==> config.mk <==
export PLATFORM = sky130hd
export DESIGN_NAME = draw_port_arbiter
export DESIGN_NICKNAME = d
export VERILOG_FILES = /design/src/rtl/draw_port_arbiter.sv
export SDC_FILE = /design/constraint.sdc
export NUM_CORES = 1
export LEC_CHECK = 0
export BUFFER_PORTS_ARGS = -buffer_cell sky130_fd_sc_hd__buf_2
export CORE_MARGIN = 3
export CORE_UTILIZATION = 44
export CTS_CLUSTER_DIAMETER = 150
export DETAILED_ROUTE_END_ITERATION = 10
export GPL_ROUTABILITY_DRIVEN = 0
export PLACE_DENSITY = 0.76
export SYNTH_ARGS = -nofsm -noshare
export SYNTH_HDL_FRONTEND = slang
export SYNTH_SLANG_ARGS = --single-unit
==> constraint.sdc <==
create_clock -name clock -period 1.42 [get_ports clock]
set_input_delay 0.213 -clock clock [delete_from_list [all_inputs] [get_ports clock]]
set_output_delay 0.213 -clock clock [all_outputs]
set_load 0.005 [all_outputs]
==> src/rtl/draw_port_arbiter.sv <==
// draw_port_arbiter
//   Shares the single VGA framebuffer plot port among NUM_REQ drawing engines
//   (lane scroller, score digits, screen clear). One owner at a time through a
//   level req / registered one-hot gnt handshake. The owner's pixel is
//   registered onto the vga_* outputs, so vga_plot follows req_plot by one
//   cycle. A hold-time watchdog revokes a grant that lasts MAX_HOLD cycles.
//   frame_done pulses once when all granted draw work has drained, and the
//   song FSM uses it as its ready-for-song.
//
//   Optional feature: define DRAW_ARB_ROUND_ROBIN_EN for circular arbitration
//   that starts after the last owner. Without it, arbitration is fixed
//   priority and the lowest index wins.
//
// Ports
//   clock       in   system clock, rising edge
//   reset       in   synchronous, active-high
//   req         in   [NUM_REQ]        per-requester draw request (level)
//   req_x       in   [NUM_REQ*X_W]    packed x, slice i = requester i
//   req_y       in   [NUM_REQ*Y_W]    packed y
//   req_col     in   [NUM_REQ*COL_W]  packed colour
//   req_plot    in   [NUM_REQ]        per-requester pixel-write strobe
//   err_clear   in   clears timeout_err
//   gnt         out  [NUM_REQ]        one-hot grant, registered
//   vga_x/y/col out  pixel to the VGA adapter
//   vga_plot    out  write strobe to the VGA adapter
//   frame_done  out  1-cycle pulse when all draw work has drained
//   timeout_err out  sticky, set when the watchdog revokes a grant
module draw_port_arbiter #(
   parameter int NUM_REQ  = 3,
   parameter int X_W      = 8,
   parameter int Y_W      = 7,
   parameter int COL_W    = 3,
   parameter int MAX_HOLD = 20000
) (
   input  logic                     clock,
   input  logic                     reset,
   input  logic [NUM_REQ-1:0]       req,
   input  logic [NUM_REQ*X_W-1:0]   req_x,
   input  logic [NUM_REQ*Y_W-1:0]   req_y,
   input  logic [NUM_REQ*COL_W-1:0] req_col,
   input  logic [NUM_REQ-1:0]       req_plot,
   input  logic                     err_clear,
   output logic [NUM_REQ-1:0]       gnt,
   output logic [X_W-1:0]           vga_x,
   output logic [Y_W-1:0]           vga_y,
   output logic [COL_W-1:0]         vga_col,
   output logic                     vga_plot,
   output logic                     frame_done,
   output logic                     timeout_err
);

   localparam int IDX_W = (NUM_REQ > 1) ? $clog2(NUM_REQ) : 1;
   localparam int CNT_W = (MAX_HOLD > 1) ? $clog2(MAX_HOLD) : 1;

   typedef enum logic [1:0] {IDLE, GRANT, RELEASE} state_t;

   state_t             state_q, state_d;
   logic [IDX_W-1:0]   owner_q, owner_d;
   logic [NUM_REQ-1:0] gnt_q, gnt_d;
   logic [CNT_W-1:0]   cnt_q, cnt_d;
   logic               served_q, served_d;
   logic [NUM_REQ-1:0] armed_q, armed_d;
   logic               timeout_q, timeout_d;
   logic [X_W-1:0]     vga_x_q, vga_x_d;
   logic [Y_W-1:0]     vga_y_q, vga_y_d;
   logic [COL_W-1:0]   vga_col_q, vga_col_d;
   logic               vga_plot_q, vga_plot_d;
`ifdef DRAW_ARB_ROUND_ROBIN_EN
   logic [IDX_W-1:0]   last_q, last_d;
`endif

   logic [X_W-1:0]     x_arr   [NUM_REQ];
   logic [Y_W-1:0]     y_arr   [NUM_REQ];
   logic [COL_W-1:0]   col_arr [NUM_REQ];
   logic [NUM_REQ-1:0] eff_req;
   logic               any_eff;
   logic [IDX_W-1:0]   winner;
   logic               owner_req;
   logic               at_limit;
   logic               revoke;

   // Unpack the per-requester pixel buses so the owner can be indexed directly.
   always_comb begin
      for (int i = 0; i < NUM_REQ; i++) begin
         x_arr[i]   = req_x[i*X_W +: X_W];
         y_arr[i]   = req_y[i*Y_W +: Y_W];
         col_arr[i] = req_col[i*COL_W +: COL_W];
      end
   end

   // A requester revoked by the watchdog is ignored until it drops req once.
   assign eff_req   = req & armed_q;
   assign any_eff   = |eff_req;
   assign owner_req = req[owner_q];
   assign at_limit  = (cnt_q == CNT_W'(MAX_HOLD - 1));
   // A normal release in the same cycle takes precedence over the watchdog.
   assign revoke    = (state_q == GRANT) && owner_req && at_limit;

   always_comb begin
      winner = '0;
`ifdef DRAW_ARB_ROUND_ROBIN_EN
      // Walk backwards so the requester closest after last_q wins.
      for (int k = NUM_REQ; k >= 1; k--) begin
         logic [IDX_W-1:0] idx;
         idx = IDX_W'((int'(last_q) + k) % NUM_REQ);
         if (eff_req[idx]) winner = idx;
      end
`else
      for (int i = NUM_REQ - 1; i >= 0; i--) begin
         if (eff_req[i]) winner = IDX_W'(i);
      end
`endif
   end

   // State register
   always_ff @(posedge clock) begin
      if (reset) begin
         state_q    <= IDLE;
         owner_q    <= '0;
         gnt_q      <= '0;
         cnt_q      <= '0;
         served_q   <= 1'b0;
         armed_q    <= '1;
         timeout_q  <= 1'b0;
         vga_x_q    <= '0;
         vga_y_q    <= '0;
         vga_col_q  <= '0;
         vga_plot_q <= 1'b0;
`ifdef DRAW_ARB_ROUND_ROBIN_EN
         last_q     <= IDX_W'(NUM_REQ - 1);
`endif
      end else begin
         state_q    <= state_d;
         owner_q    <= owner_d;
         gnt_q      <= gnt_d;
         cnt_q      <= cnt_d;
         served_q   <= served_d;
         armed_q    <= armed_d;
         timeout_q  <= timeout_d;
         vga_x_q    <= vga_x_d;
         vga_y_q    <= vga_y_d;
         vga_col_q  <= vga_col_d;
         vga_plot_q <= vga_plot_d;
`ifdef DRAW_ARB_ROUND_ROBIN_EN
         last_q     <= last_d;
`endif
      end
   end

   // Next-state logic
   always_comb begin
      state_d = state_q;
      case (state_q)
         IDLE:    if (any_eff) state_d = GRANT;
         GRANT:   if (!owner_req || at_limit) state_d = RELEASE;
         RELEASE: state_d = IDLE;
         default: state_d = IDLE;
      endcase
   end

   // Output and datapath logic
   always_comb begin
      owner_d    = owner_q;
      gnt_d      = gnt_q;
      cnt_d      = cnt_q;
      served_d   = served_q;
      vga_x_d    = vga_x_q;
      vga_y_d    = vga_y_q;
      vga_col_d  = vga_col_q;
      vga_plot_d = 1'b0;
      frame_done = 1'b0;
`ifdef DRAW_ARB_ROUND_ROBIN_EN
      last_d     = last_q;
`endif

      armed_d = armed_q | ~req;
      if (revoke) armed_d[owner_q] = 1'b0;

      if (revoke)         timeout_d = 1'b1;
      else if (err_clear) timeout_d = 1'b0;
      else                timeout_d = timeout_q;

      case (state_q)
         IDLE: begin
            cnt_d = '0;
            if (any_eff) begin
               owner_d         = winner;
               gnt_d           = '0;
               gnt_d[winner]   = 1'b1;
               served_d        = 1'b1;
`ifdef DRAW_ARB_ROUND_ROBIN_EN
               last_d          = winner;
`endif
            end else if (req == '0 && served_q) begin
               // Pending work only counts as drained when nobody is asking,
               // including a revoked requester that has not yet re-armed.
               frame_done = 1'b1;
               served_d   = 1'b0;
            end
         end
         GRANT: begin
            vga_x_d    = x_arr[owner_q];
            vga_y_d    = y_arr[owner_q];
            vga_col_d  = col_arr[owner_q];
            vga_plot_d = req_plot[owner_q];
            if (!owner_req || at_limit) begin
               gnt_d = '0;
               cnt_d = '0;
            end else begin
               cnt_d = cnt_q + CNT_W'(1);
            end
         end
         default: begin
            gnt_d = '0;
            cnt_d = '0;
         end
      endcase
   end

   assign gnt         = gnt_q;
   assign vga_x       = vga_x_q;
   assign vga_y       = vga_y_q;
   assign vga_col     = vga_col_q;
   assign vga_plot    = vga_plot_q;
   assign timeout_err = timeout_q;

endmodule
* Word-level counts from Yosys, hierarchy flattened *
Index checks and enable logic that the tools add are counted.

word-level totals
  register bits after elaboration = 46
  input port bits = 63
  output and inout bits = 24
  word-level logic and storage cells = 79

cells by class
  add/sub/neg operators = 1
  magnitude comparators = 5
  equal/unequal tests = 4
  multiplexer cells = 34
  bitwise logic cells = 7
  reductions and logical operators = 17

operators by type and width
  kind                     count
  $bmux W8 S2              1
  $mux W8                  2
  $add A15 B1 Y15 const B  1
  $eq A15 B15 Y1 const B   1
  $mux W3                  5
  $bmux W7 S2              1
  $mux W7                  2
  $mux W1                  11
  $mux W2                  5
  $and A3 B3 Y3            2
  $bmux W3 S2              1
  $lt A2 B3 Y1 const B     2
  $not A3 Y3               2
  $pmux W3 S2              1
  $reduce_and A2 Y1        3
  $reduce_or A3 Y1         2
  $logic_and A1 B1 Y1      5
  $bmux W1 S2              2
  $demux W1 S2             2
  $ge A2 B1 Y1 const B     2
  $pmux W2 S2              1
  $reduce_bool A2 Y1       2
  $ge A3 B3 Y1 const B     1
  $logic_not A3 Y1         1
  other kinds (10)         10

* Longest topological paths before layout *
  depth in word-level cells = 10
  gate-level depth with buffers = 6
  gate-level depth less buffers = 5

* Least setup slack after synthesis *
No wires, ideal clock.

  path type = reg2reg
  start = reg cnt_q[0]
  end = reg cnt_q[14]
  library setup time = 0.115 ns
  arrival time = 1.361 ns
  data required time = 1.305 ns
  path slack = -0.057 ns
  stages on the path, launching flop included = 7
  buffers on the path = 1
  period minus slack after synthesis = 1.477 ns
  cell sequence = dfxtp_1 > ha_1 > and4_1 > nand4_1 > nand4_2 > buf_6 > nor2_2

between the ends
  cells in the longest elaborated chain, start to end = 3
  elaborated cells between the ends (all ways) = 4
  classes of those cells = 1 x add/sub; 1 x eq/ne; 2 x reduce/logical

RTL lines
  element                                                  line  RTL
  start: declaration                                       60    logic [CNT_W-1:0] cnt_q, cnt_d;
  start signal: assignment                                 136   cnt_q <= cnt_d;
  branches (longest 3 deep; another with $add A15 B1 Y15)  -

Parallel ways; which one is timed is not known.
A chain may end at the register's enable or synchronous reset.

* Worst setup path after layout *
  start = reg cnt_q[0]
  end = reg armed_q[2]

between the ends
  cells in the longest elaborated chain, start to end = 3

RTL lines
  element                 line  RTL
  $eq A15 B15 Y1          95    assign at_limit = (cnt_q == CNT_W'(MAX_HOLD - 1));
  $logic_and A1 B1 Y1     97    assign revoke = (state_q == GRANT) && owner_req && at_limit;
  $mux W3                 177   if (revoke) armed_d[owner_q] = 1'b0;
  end signal: assignment  138   armed_q <= armed_d;
  end: declaration        62    logic [NUM_REQ-1:0] armed_q, armed_d;

No other way between the ends.

==> key figures <==
Status
  • Status: finished clean

Power and ir drop
  • Maximum VDD drop: 699 uV
  • Switching portion of total power: 0.246
  • P_int: 2.47 mW
  • Combinational power share: 0.205
  • Leakage: 1.27 nW
  • Power share of the clock group: 0.358
  • P per Cell Area: 1070 mW/mm^2
  • P_sw: 804 uW
  • Power Total: 3.27 mW
  • Seq pwr share: 0.437

Drt
  • First-pass DRT Iterations: 4
  • Via density: 5.32
  • Routed wire length: 5560 um
  • Via count: 2,171
  • # DRC: 0
  • Final ANT Viol Nets: 0
  • Iteration-0 DRC Markers: 83
  • Routed WL per cell: 13.6 um

Worst setup path
  • Req. time, crit path: 1.59 ns
  • CP cell instances: ha_4, and4_4, and4_1, and3_4, a41oi_1
  • CP bufs+invs: 0
  • CP max stage delay: 0.36 ns
  • Critical path's slowest cell: dfxtp_2
  • Crit Path Max Fanout: 4
  • Worst setup EP type: flop
  • Startpoint types: flop
  • CP arrival: 1.56 ns
  • Worst Path Class, Setup: flop to flop
  • Worst path top cell family by delay: simple AND/OR/NAND/NOR gates

CTS
  • H-tree Lvls: 2
  • Clock Path Buffers: 2
  • CTS Buf Count: 5
  • CTS tree: done
  • Clock Latency Late Sink: 0.29 ns
  • Clock transition at path regs: 0.08 ns
  • CTS Sinks: 46
  • Hold_buf cts: 0
  • Clk root buf: clkbuf_8

Floorplanning
  • Starting density of the core: 0.468
  • Site row count: 25
  • Die area: 0.00610 sq mm
  • # IOs: 87
  • Placeable Area: 0.00488 sq mm
  • Die span in y: 78.1 um
  • Die Width: 78.1 um

Global route
  • First-pass GRT wire length: 9000 um
  • Pin count of the biggest net entering global routing: 31
  • Total gr overflow: 0
  • Number of global-route vias before repair: 2,070
  • Total GRT Usage: 0.181
  • Initial antenna violation count: 0

Synth
  • Yosys warning total: 0
  • Syn Inst Count: 244
  • Syn_nets: 308
  • Syn avg cell area: 9.37 sq um
  • Seq cells post-synth: 46
  • Synthesized area: 0.00229 sq mm
  • Cell variety after synth: 40
  • Register area share after synthesis: 0.403

Cells and area
  • Number of diodes: 0
  • Design area: 0.00307 sq mm
  • Fraction of layout instances using a drive strength above 1: 0.466
  • Final Non-Filler Cells: 408
  • P&R area growth vs syn: 34.2%
  • Commonest non-fill, non-tap cell in the layout: buf_2
  • Most frequent cells in the layout: buf_2, dfxtp_1, nor2_1
  • Fin nets: 404

Placed design
  • HPWL Detailed: 4210 um
  • Placed Cells: 399
  • PortBufs: 86
  • Post-DP Area: 0.00288 sq mm

Timing
  • Final setup fails: 0
  • Rel. slew slack: 0.795
  • Worst Max-Slew Pin Slew: 0.308 ns
  • FMAX: 0.719 GHz
  • Hold Slack: 0.208 ns
  • Final Hold Viols: 0
  • Setup TNS: 0 ns
  • Fin crit share: 0.979
  • Min cycle time layout: 1.39 ns
  • Clock skew: 0.00708 ns
  • Unrepaired setup endpoints after global routing: true
  • Fin. max-slew vios: 0

Job
  • Number of max-cap violations: 0

Hold path
  • Hold WC Path Type: input pin to flop
==> layout make-up <==
type                    count  area (sq um)
well taps                  67          83.8
multi-input cells         178          1290
clock buffers               6          82.6
repair buffers            104           603
clock inverters             2          60.1
fillers                   422          1810
flip-flops and latches     46           925
inverters                   5          18.8
==> synth_stat cells (all sizes together) <==
cell	n	area [sq um]
nor3b	3	22.5
nor2	39	171
and3	4	25.0
and4	2	17.5
nor2b	2	12.5
a211oi	2	15.0
a31oi	4	25.0
mux2i	2	20.0
a41oi	2	17.5
nand2	10	37.5
nand2b	2	20.0
nor4	3	46.3
inv	5	18.8
buf	12	81.3
clkbuf	3	11.3
xnor2	9	78.8
nand3	6	35.0
nor4b	1	15.0
xor2	4	35.0
o21a	1	7.51
or2	1	6.26
ha	1	12.5
a21oi	8	55.1
mux2	18	203
a31o	1	8.76
nand4	7	65.1
a221oi	18	158
o41ai	1	8.76
dfxtp	46	921
nor3	27	135
==> tightest hold or removal path: stages <==
cell and delay [ns]:
buf_2 0.08, a221oi_2 0.05, nor3_1 0.11
==> metal layers <==
layer  part of all wire  track usage  up-vias
met5                  0            0        -
met4              0.022       0.0577        0
met3              0.060       0.0424       11
met2               0.50        0.310       82
met1               0.42        0.225      991
li1                   -            -     1087
==> through the flow <==
step	util	setup slack, ns
finish	0.629	0.0295
global route	0.629	-0.0329
CTS	0.622	0.0213
detailed placement	0.589	-0.0128
global placement	0.589	0.0161
floorplan	-	0.0189
==> power by group through the flow <==
stage	Clock, mW	Combinational, mW	Sequential, mW
after global routing	1.26	0.740	1.44
final	1.17	0.671	1.43
after detailed placement	0	0.666	1.46
after CTS	1.20	0.668	1.43
after global placement	0	0.653	1.46
after floorplan	0	0.389	1.47
==> final timing paths <==
| check | to | start | depth (start not counted) | slack, ns |
|---|---|---|---|---|
| setup / recovery | armed_q[2] | cnt_q[0] | 5 | 0.03 |
| hold reg to reg | served_q | served_q | 2 | 0.46 |
| hold / removal | vga_x[5] | req_x[13] | 3 | 0.21 |
| setup reg to reg | armed_q[2] | cnt_q[0] | 5 | 0.03 |
==> timing repair <==
| item | CTS | global route |
|---|---|---|
| buffers inserted | 0 | 1 |
| pin swaps | 1 | 1 |
| resized for setup | 2 | 6 |
| setup endpoints to repair | 5 | 30 |
==> cells by family (layout without fill, tap and decap cells) <==
kind of cell,Yosys count,count (layout),share of synthesized area
flip-flops,46,46,0.403
adder cells (fa/ha/maj),1,1,0.00547
AO/OA/AOI/OAI,37,37,0.129
AND/OR/NAND/NOR,107,107,0.267
multiplexers,20,20,0.0974
buffers and inverters,20,117,0.0487
XOR/XNOR,13,13,0.0498
==> registers in the layout, indices dropped and copies added, names as in the netlist, 2 cells and up <==
signal,count
vga_x,8
vga_y,7
vga_col,3
armed_q,3
owner_q,2
state_q,2
cnt_q,15
gnt,3
Power figures use the tool's default switching activity.
